### src/rtl/led_write_sched.sv
// led_write_sched: schedules control and dot writes to an external LED writer.
// After reset it programs INIT_CW0 then INIT_CW1. From IDLE it then serves
// pending control requests first, then pending display loads, then scroll ticks.
// Each write state pulses its strobe in its first cycle and waits for write_end.
// Optional feature: define LED_SCHED_WATCHDOG_EN to abort a write that gets no
// write_end within 255 cycles of its strobe. An aborted write sets the sticky
// err flag. Without the macro, err is tied to 0.
module led_write_sched #(
  parameter int unsigned SCROLL_DIV = 1000000,
  parameter logic [7:0]  INIT_CW0   = 8'h4F,
  parameter logic [7:0]  INIT_CW1   = 8'h80
) (
  input  logic        led_clk,
  input  logic        rstn,
  input  logic        ctrl_req,
  input  logic [7:0]  ctrl_word,
  input  logic        disp_req,
  input  logic [31:0] disp_chars,
  input  logic        scroll_en,
  input  logic        write_end,
  output logic        control_write,
  output logic        dot_write,
  output logic [7:0]  control_word,
  output logic [7:0]  char0,
  output logic [7:0]  char1,
  output logic [7:0]  char2,
  output logic [7:0]  char3,
  output logic        scrolling_enable,
  output logic        busy,
  output logic        err
);

  typedef enum logic [2:0] {StInitW0, StInitW1, StIdle, StCtrlWr, StDotWr} state_e;

  localparam logic [23:0] DivLast = 24'(SCROLL_DIV - 1);

  state_e      state_q;
  logic        issued_q;     // strobe of the current write state already sent
  logic        scroll_wr_q;  // current dot write was triggered by a scroll tick
  logic        ctrl_pend_q;
  logic        dot_pend_q;
  logic        scroll_tick_q;
  logic [7:0]  ctrl_word_q;
  logic [7:0]  buf_q [4];
  logic [1:0]  ptr_q;
  logic [23:0] div_q;

  logic       in_wr, wr_done, wd_expired, step;
  logic       sel_ctrl, sel_dot, sel_tick;
  logic       start_ctrl, start_dot;
  logic [7:0] ld_char [4];

  // Write completion, IDLE arbitration and strobe decode
  always_comb begin
    in_wr      = (state_q != StIdle);
    wr_done    = in_wr && issued_q && write_end;
    step       = wr_done || wd_expired;
    sel_ctrl   = (state_q == StIdle) && ctrl_pend_q;
    sel_dot    = (state_q == StIdle) && !ctrl_pend_q && dot_pend_q;
    sel_tick   = (state_q == StIdle) && !ctrl_pend_q && !dot_pend_q && scroll_tick_q && scroll_en;
    start_ctrl = ((state_q inside {StInitW0, StInitW1, StCtrlWr}) && !issued_q) ||
                 ((state_q == StInitW0) && issued_q && step) || sel_ctrl;
    start_dot  = ((state_q == StDotWr) && !issued_q) || sel_dot || sel_tick;
  end

  // Characters to present: rotated from ptr in scroll mode, straight in static mode
  always_comb begin
    ld_char[0] = scroll_en ? buf_q[ptr_q]         : buf_q[0];
    ld_char[1] = scroll_en ? buf_q[ptr_q + 2'd1]  : buf_q[1];
    ld_char[2] = scroll_en ? buf_q[ptr_q + 2'd2]  : buf_q[2];
    ld_char[3] = scroll_en ? buf_q[ptr_q + 2'd3]  : buf_q[3];
  end

  assign busy = (state_q != StIdle);

  // Main FSM with registered strobes and write data
  always_ff @(posedge led_clk or negedge rstn) begin
    if (!rstn) begin
      state_q          <= StInitW0;
      issued_q         <= 1'b0;
      scroll_wr_q      <= 1'b0;
      control_write    <= 1'b0;
      dot_write        <= 1'b0;
      control_word     <= INIT_CW0;
      char0            <= 8'h00;
      char1            <= 8'h00;
      char2            <= 8'h00;
      char3            <= 8'h00;
      scrolling_enable <= 1'b0;
    end else begin
      control_write <= start_ctrl;
      dot_write     <= start_dot;
      unique case (state_q)
        StInitW0: begin
          if (!issued_q) begin
            issued_q <= 1'b1;
          end else if (step) begin
            // next init strobe goes out on the same edge
            state_q      <= StInitW1;
            control_word <= INIT_CW1;
          end
        end
        StInitW1, StCtrlWr, StDotWr: begin
          if (!issued_q) begin
            issued_q <= 1'b1;
          end else if (step) begin
            state_q  <= StIdle;
            issued_q <= 1'b0;
          end
        end
        StIdle: begin
          scrolling_enable <= scroll_en;
          if (sel_ctrl) begin
            state_q      <= StCtrlWr;
            issued_q     <= 1'b1;
            control_word <= ctrl_word_q;
          end else if (sel_dot || sel_tick) begin
            state_q     <= StDotWr;
            issued_q    <= 1'b1;
            scroll_wr_q <= sel_tick;
            char0       <= ld_char[0];
            char1       <= ld_char[1];
            char2       <= ld_char[2];
            char3       <= ld_char[3];
          end
        end
        default: begin
          state_q  <= StInitW0;
          issued_q <= 1'b0;
        end
      endcase
    end
  end

  // Request latching (last wins), char buffer and scroll pointer
  always_ff @(posedge led_clk or negedge rstn) begin
    if (!rstn) begin
      ctrl_pend_q <= 1'b0;
      dot_pend_q  <= 1'b0;
      ctrl_word_q <= 8'h00;
      buf_q[0]    <= 8'h00;
      buf_q[1]    <= 8'h00;
      buf_q[2]    <= 8'h00;
      buf_q[3]    <= 8'h00;
      ptr_q       <= 2'd0;
    end else begin
      // a new request on the selection edge stays pending
      if (ctrl_req) begin
        ctrl_pend_q <= 1'b1;
        ctrl_word_q <= ctrl_word;
      end else if (sel_ctrl) begin
        ctrl_pend_q <= 1'b0;
      end
      if (disp_req) begin
        dot_pend_q <= 1'b1;
        buf_q[0]   <= disp_chars[7:0];
        buf_q[1]   <= disp_chars[15:8];
        buf_q[2]   <= disp_chars[23:16];
        buf_q[3]   <= disp_chars[31:24];
      end else if (sel_dot) begin
        dot_pend_q <= 1'b0;
      end
      if (disp_req) begin
        ptr_q <= 2'd0;
      end else if ((state_q == StDotWr) && scroll_wr_q && wr_done) begin
        ptr_q <= ptr_q + 2'd1;
      end
    end
  end

  // Scroll divider; a held tick survives busy periods and repeats collapse
  always_ff @(posedge led_clk or negedge rstn) begin
    if (!rstn) begin
      div_q         <= 24'd0;
      scroll_tick_q <= 1'b0;
    end else if (!scroll_en) begin
      div_q         <= 24'd0;
      scroll_tick_q <= 1'b0;
    end else if (div_q == DivLast) begin
      div_q         <= 24'd0;
      scroll_tick_q <= 1'b1;
    end else begin
      div_q <= div_q + 24'd1;
      if (sel_tick) begin
        scroll_tick_q <= 1'b0;
      end
    end
  end

`ifdef LED_SCHED_WATCHDOG_EN
  logic [7:0] wd_q;
  logic       err_q;

  // 254 counted cycles after the strobe means the 255th edge aborts the write
  assign wd_expired = in_wr && issued_q && !write_end && (wd_q == 8'd254);
  assign err        = err_q;

  // Watchdog counter restarted by every strobe; err is sticky until reset
  always_ff @(posedge led_clk or negedge rstn) begin
    if (!rstn) begin
      wd_q  <= 8'd0;
      err_q <= 1'b0;
    end else begin
      if (start_ctrl || start_dot) begin
        wd_q <= 8'd0;
      end else if (in_wr && issued_q) begin
        wd_q <= wd_q + 8'd1;
      end
      if (wd_expired) begin
        err_q <= 1'b1;
      end
    end
  end
`else
  assign wd_expired = 1'b0;
  assign err        = 1'b0;
`endif

endmodule

### config.mk
export PLATFORM = sky130hd
export DESIGN_NAME = led_write_sched
export DESIGN_NICKNAME = d
export VERILOG_FILES = /design/src/rtl/led_write_sched.sv
export SDC_FILE = /design/constraint.sdc
export NUM_CORES = 1
export LEC_CHECK = 0
export CORE_UTILIZATION = 27
export DETAILED_ROUTE_END_ITERATION = 6
export DONT_BUFFER_PORTS = 1
export GPL_TIMING_DRIVEN = 0
export SYNTH_ARGS = -nofsm -noshare
export SYNTH_HDL_FRONTEND = slang
export SYNTH_SLANG_ARGS = --single-unit
### constraint.sdc
create_clock -name led_clk -period 2.26 [get_ports led_clk]
set_input_delay 0.452 -clock led_clk [delete_from_list [all_inputs] [get_ports led_clk]]
set_output_delay 0.452 -clock led_clk [all_outputs]
set_load 0.005 [all_outputs]
==> results.py, run 1 <==
metrics = {
    "status": {
        "status": "complete, but fails checks",
        "violations": "hold timing",
    },
    "floorplanning": {
        "io_pins": 91,
        "fp.dieH_um": 149,
        "core_area_mm2": 0.0211,
        "initial_utilization": 0.276,
        "die-width_um": 149,
        "die_area_mm2": 0.0222,
        "placementRows": 53,
    },
    "cts": {
        "cts_tree": "done",
        "clkLatencyLatePin_ns": 0.41,
        "clkSinkCount": 117,
        "cts_root_buf": "clkbuf_16",
        "numCtsBuffers": 17,
        "cts.clk_slew.worst_paths_ns": 0.06,
        "cts_max_path_buffers": 2,
        "postCtsSetupBuffers": 0,
        "htree_levels": 4,
    },
    "final_layout": {
        "finalInstanceArea_mm2": 0.00681,
        "area_growth_pct": 16.8,
        "drive_gt1_frac": 0.259,
        "finish.utilization": 0.323,
        "layout_common_cells": "dfrtp_1 (110), nand2_1 (64), o21ai_0 (51)",
        "finalNonFillerCells": 794,
        "fin_nets": 551,
        "final_common_cell": "dfrtp_1",
    },
    "routing": {
        "wl_met1_um": 5770,
        "drt_iter0_drc": 159,
        "wire_per_inst_um": 17.4,
        "wl_um": 13800,
        "num_vias": 3896,
        "antenna_left": 0,
        "top_layer_used": "met5",
        "viasPerCell": 4.91,
        "wl_met2_um": 6690,
        "drt_pre_antenna_iters": 4,
        "wl_met3_um": 1140,
        "drcViolationCount": 0,
    },
    "placed_design": {
        "dp_hpwl_um": 10400,
        "place.port_buffers": 0,
        "place.gp.congestion": 0.811,
        "placed_area_mm2": 0.00617,
        "place_inst": 763,
        "pre_cts_ws_ns": 0.0157,
    },
    "timing": {
        "final_max_slew_viol_count": 0,
        "finalHoldViolCount": 117,
        "fmax_mhz": 464,
        "period_needed_ns": 2.16,
        "slew_headroom": 0.532,
        "final-setup-viol-count": 0,
        "holdWs_ns": -0.266,
        "rsz0062_at_grt": "true",
        "fin_crit_sh": 0.954,
        "timing.setup.tns_ns": 0,
        "setup_slack_ns": 0.103,
        "clock_skew_ns": 0.00483,
        "tightest_slew_ns": 0.701,
    },
    "logic_synthesis": {
        "avgSynthCellArea_um2": 11.9,
        "yosysTopAreaCell": "dfrtp_1",
        "synth_edf_count": 0,
        "synth.distinct_cells": 50,
        "ys_top_cells_by_area": "dfrtp_1 (48%), mux4_2 (12%), mux2_2 (7.7%)",
        "yosys_warnings": 0,
        "async_flop_share": 1.00,
        "ys_ff_latch": 117,
        "ys_seq_area_frac": 0.503,
        "syn_nets": 535,
        "synth.top_cell.area_share": 0.481,
        "synthesis.area_mm2": 0.00583,
        "ys.flop_type": "dfrtp_1",
        "synthCells": 488,
    },
    "worst_hold_path": {
        "hold_path_class": "primary input to async pin",
    },
    "global_routing": {
        "antenna_found_initial": 5,
        "grt_pass1_vias": 3849,
        "grt_overflow_total": 0,
        "grt_max_degree": 118,
        "grt_pass1_wl_um": 22200,
        "gr-usage-all-layers": 0.132,
    },
    "setup_path": {
        "worstSetupPathType": "flip-flop to flip-flop",
        "required_ns": 2.55,
        "start_kind": "flip-flop",
        "worst_setup_path_end_kind": "flip-flop",
        "cp.arrival_ns": 2.44,
        "crit_fanout": 10,
    },
    "power": {
        "ir_drop_mv": 0.642,
        "cellLeakagePower_nw": 2.73,
        "powerDensity_mw_per_mm2": 1010,
        "power_mw": 6.87,
    },
    "flow_run": {
        "drv_cap": 0,
    },
}
[where the power goes]
group	switching, mW	internal [mW]	total (mW)	leakage [nW]
clock network	1.02	1.65	2.66	0.286
registers	0.514	2.60	3.11	1.45
logic	0.616	0.476	1.09	0.994
[cell type report]
cell class / instances / area, um2
multi-input cells: 332 / 2770
clock inverters: 15 / 171
plain buffers: 31 / 136
clock buffers: 17 / 425
flip-flops and latches: 117 / 2940
fillers: 2099 / 14300
inverters: 5 / 18.8
diodes: 2 / 5.00
well taps: 275 / 344
[sequential cells by signal (all words and copies together) (netlist names)]
name / flops
control_word: 8
char2: 8
ptr_q: 2
control_write: 1
ctrl_word_q: 8
div_q: 24
char1: 8
issued_q: 1
char3: 8
state_q: 3
scrolling_enable: 1
char0: 8
scroll_wr_q: 1
ctrl_pend_q: 1
scroll_tick_q: 1
dot_write: 1
dot_pend_q: 1
buf_q: 32
[kinds of logic after synthesis]
group	count (synthesis)	synth area share
buffers and inverters	39	0.0277
other	1	0.000643
muxes	104	0.256
xor gates and xnor gates	15	0.0225
DFF	117	0.503
and+or+nand+nor	137	0.117
adders and majority gates	1	0.00215
AOI/OAI and AO/OA	74	0.0708
[critical path, stage by stage (launching register included)]
cell and delay [ns]:
dfrtp_1 0.41, or4b_1 0.51, or3_1 0.40, o31ai_4 0.31, buf_2 0.31, nor2_1 0.09
[path summary, 6_finish.rpt]
check | start | end | slack, ns | depth (start not counted)
max | div_q[13] | div_q[4] | 0.10 | 5
min | rstn | char3[2] | -0.27 | 0
max reg2reg | div_q[13] | div_q[4] | 0.10 | 5
min reg2reg | control_word[6] | control_word[6] | 0.49 | 2
max in group asynchronous | rstn | control_word[2] | 2.26 | 0
min in group led_clk | ctrl_word[0] | ctrl_word_q[0] | 0.19 | 1
[cells in the mapped netlist (all sizes together), types with 2 or more instances]
library cell,number
dfrtp,112
nor4,3
nand4,6
or4,3
mux2,40
dfstp,5
o31ai,3
nand2,64
clkbuf,23
xor2,6
or3,10
a21oi,11
mux4,32
o21ai,51
nand3,10
nor3,4
buf,11
inv,5
mux2i,32
or4b,2
xnor2,9
and3,2
and4,2
a21o,3
nor2b,2
nor2,22
[per-layer routing]
| layer | global-route usage | vias to the layer above |
|---|---|---|
| met2 | 0.202 | 96 |
| met1 | 0.162 | 1964 |
| met5 | 0 | - |
| met3 | 0.0593 | 20 |
| met4 | 0.0480 | 4 |
| li1 | - | 1812 |
[what timing repair did]
item                       CTS  global route
setup endpoints to repair   10            36
resized for setup            2            11
hold endpoints to repair   117           117
Note: power is estimated with default switching activity, not from simulation.
==> run 2: changes to the inputs <==
CELL_PAD_IN_SITES_DETAIL_PLACEMENT = 1   (was default)
CELL_PAD_IN_SITES_GLOBAL_PLACEMENT = 2   (was default)
PLACE_DENSITY_LB_ADDON = 0.1   (was default)
==> run 2 against run 1 <==
The flow still finishes with violations (hold timing). Register-to-register slack hardly changed. Count of clock-buffer cells in the layout stayed put. Clock skew is 0.0055 ns higher. Die area stayed put. Critical path type unchanged. Largest power group unchanged. Highest routed layer unchanged.
==> results.py, run 2 (synthesized netlist as in run 1, its figures left out) <==
metrics = {
    "placed_design": {
        "dp_hpwl_um": 11700,
        "pre_cts_ws_ns": -0.119,
        "place_inst": 763,
        "place.port_buffers": 0,
        "place.gp.congestion": 0.725,
    },
    "cts": {
        "cts.clk_slew.worst_paths_ns": 0.06,
        "cts_max_path_buffers": 2,
        "clkLatencyLatePin_ns": 0.42,
        "cts_root_buf": "clkbuf_16",
        "htree_levels": 4,
        "numCtsBuffers": 17,
        "cts_tree": "done",
        "clkSinkCount": 117,
    },
    "floorplanning": {
        "core_area_mm2": 0.0211,
        "placementRows": 53,
        "die-width_um": 149,
        "initial_utilization": 0.276,
        "die_area_mm2": 0.0222,
        "fp.dieH_um": 149,
        "io_pins": 91,
    },
    "setup_path": {
        "cp.arrival_ns": 2.51,
        "critPathCapture": "div_q[18]",
        "crit_fanout": 9,
        "start_kind": "flip-flop",
        "required_ns": 2.61,
        "worstSetupPathType": "flip-flop to flip-flop",
        "r2r_cells": 6,
        "worst_setup_path_end_kind": "flip-flop",
        "rr_endpoint": "div_q[18]",
        "r2r_start": "div_q[1]",
        "crit_start": "div_q[1]",
        "reg2reg_slack_ns": 0.09,
    },
    "routing": {
        "drt_iter0_drc": 218,
        "num_vias": 3921,
        "viasPerCell": 4.93,
        "wl_um": 16100,
        "drcViolationCount": 0,
        "wire_per_inst_um": 20.2,
        "drt_pre_antenna_iters": 4,
        "antenna_left": 0,
    },
    "flow_run": {
        "drv_cap": 0,
    },
    "status": {
        "status": "complete, but fails checks",
        "violations": "hold timing",
    },
    "final_layout": {
        "fin_nets": 554,
        "final_common_cell": "dfrtp_1",
        "antenna_cells": 0,
        "finish.utilization": 0.326,
        "largest_reg_flops": 32,
        "layout_common_cells": "dfrtp_1 (112), nand2_1 (64), o21ai_0 (51)",
        "drive_gt1_frac": 0.260,
        "finalNonFillerCells": 795,
        "area_growth_pct": 17.8,
        "largestRegisters": "buf_q: 32 flops, div_q: 24 flops",
        "top_register": "buf_q",
    },
    "timing": {
        "final_max_slew_viol_count": 0,
        "clock_skew_ns": 0.0103,
        "final-setup-viol-count": 0,
        "holdWs_ns": -0.268,
        "setup_slack_ns": 0.0947,
        "finalHoldViolCount": 112,
        "fin_crit_sh": 0.958,
        "slew_headroom": 0.453,
        "rsz0062_at_grt": "false",
        "period_needed_ns": 2.17,
        "tightest_slew_ns": 0.820,
        "fmax_mhz": 462,
    },
    "global_routing": {
        "antenna_found_initial": 3,
        "grt_max_degree": 118,
        "gr-usage-all-layers": 0.155,
        "grt_pass1_vias": 4199,
        "grt_overflow_total": 0,
        "grt_pass1_wl_um": 25400,
    },
    "worst_hold_path": {
        "hold_path_class": "primary input to async pin",
    },
    "power": {
        "cellLeakagePower_nw": 2.76,
        "powerDensity_mw_per_mm2": 1040,
        "ir_drop_mv": 0.523,
    },
}
run 2: changes by cell type in the layout (fill, tap and decap cells not counted), moves of 2 or more:
cell,change
dfrtp_2,-2
diode_2,-2
clkbuf_4,+2
clkinv_2,+2
dfrtp_1,+2
buf_4,+4
bufinv_16,+2
buf_2,-4
inv_6,-4
run 2: worst min-delay path by stage:
stage | to | slack [ns] | cells after the start
2_1_floorplan | buf_q[0] | 0.16 | 0
3_3_place_gp | div_q[10] | 0.16 | 0
3_5_place_dp | div_q[4] | 0.16 | 0
4_1_cts | ctrl_word_q[0] | -0.29 | 0
5_1_grt | div_q[9] | -0.29 | 0
6_report | div_q[9] | -0.27 | 0
run 2: timing repair:
item | CTS | global route
endpoints found under the setup margin | 54 | 35
resized for setup | 7 | 11
setup buffers | 1 | 1
endpoints found under the hold margin | 117 | 117
run 2: layout make-up:
class	instances	area [um2]
plain buffers	32	151
multi-input cells	332	2770
repair buffers	2	15.0
inverters	5	18.8
flip-flops and latches	117	2930
clock buffers	17	425
well taps	275	344
clock inverters	15	205
fillers	2293	14200
run 2: where the power goes:
group | switching, mW | internal, mW | total (mW)
combinational | 0.670 | 0.487 | 1.16
sequential | 0.485 | 2.60 | 3.08
clock | 1.06 | 1.85 | 2.91
run 2: through the flow:
stage,total power [mW],area (um2),TNS (ns)
3_5_place_dp,4.30,6170,-3.05
3_3_place_gp,4.24,6170,-1.29
4_1_cts,7.28,6840,0
5_1_grt,7.59,6870,0
6_report,7.15,6870,0
2_1_floorplan,3.78,5830,0
run 2: critical path: stages, from the launching register on:
cell and delay, ns:
dfrtp_1 0.40, ha_4 0.18, nand4_2 0.15, or4_1 0.54
buf_2 0.19, or4b_4 0.49, a21oi_2 0.15
run 2: per-layer routing:
| layer | up-vias | track usage | routed length [um] |
|---|---|---|---|
| met5 | - | 0 | 13 |
| met4 | 2 | 0.0459 | 148 |
| met3 | 16 | 0.0563 | 972 |
| met2 | 84 | 0.238 | 7460 |
| met1 | 2002 | 0.205 | 7490 |
| li1 | 1817 | - | - |
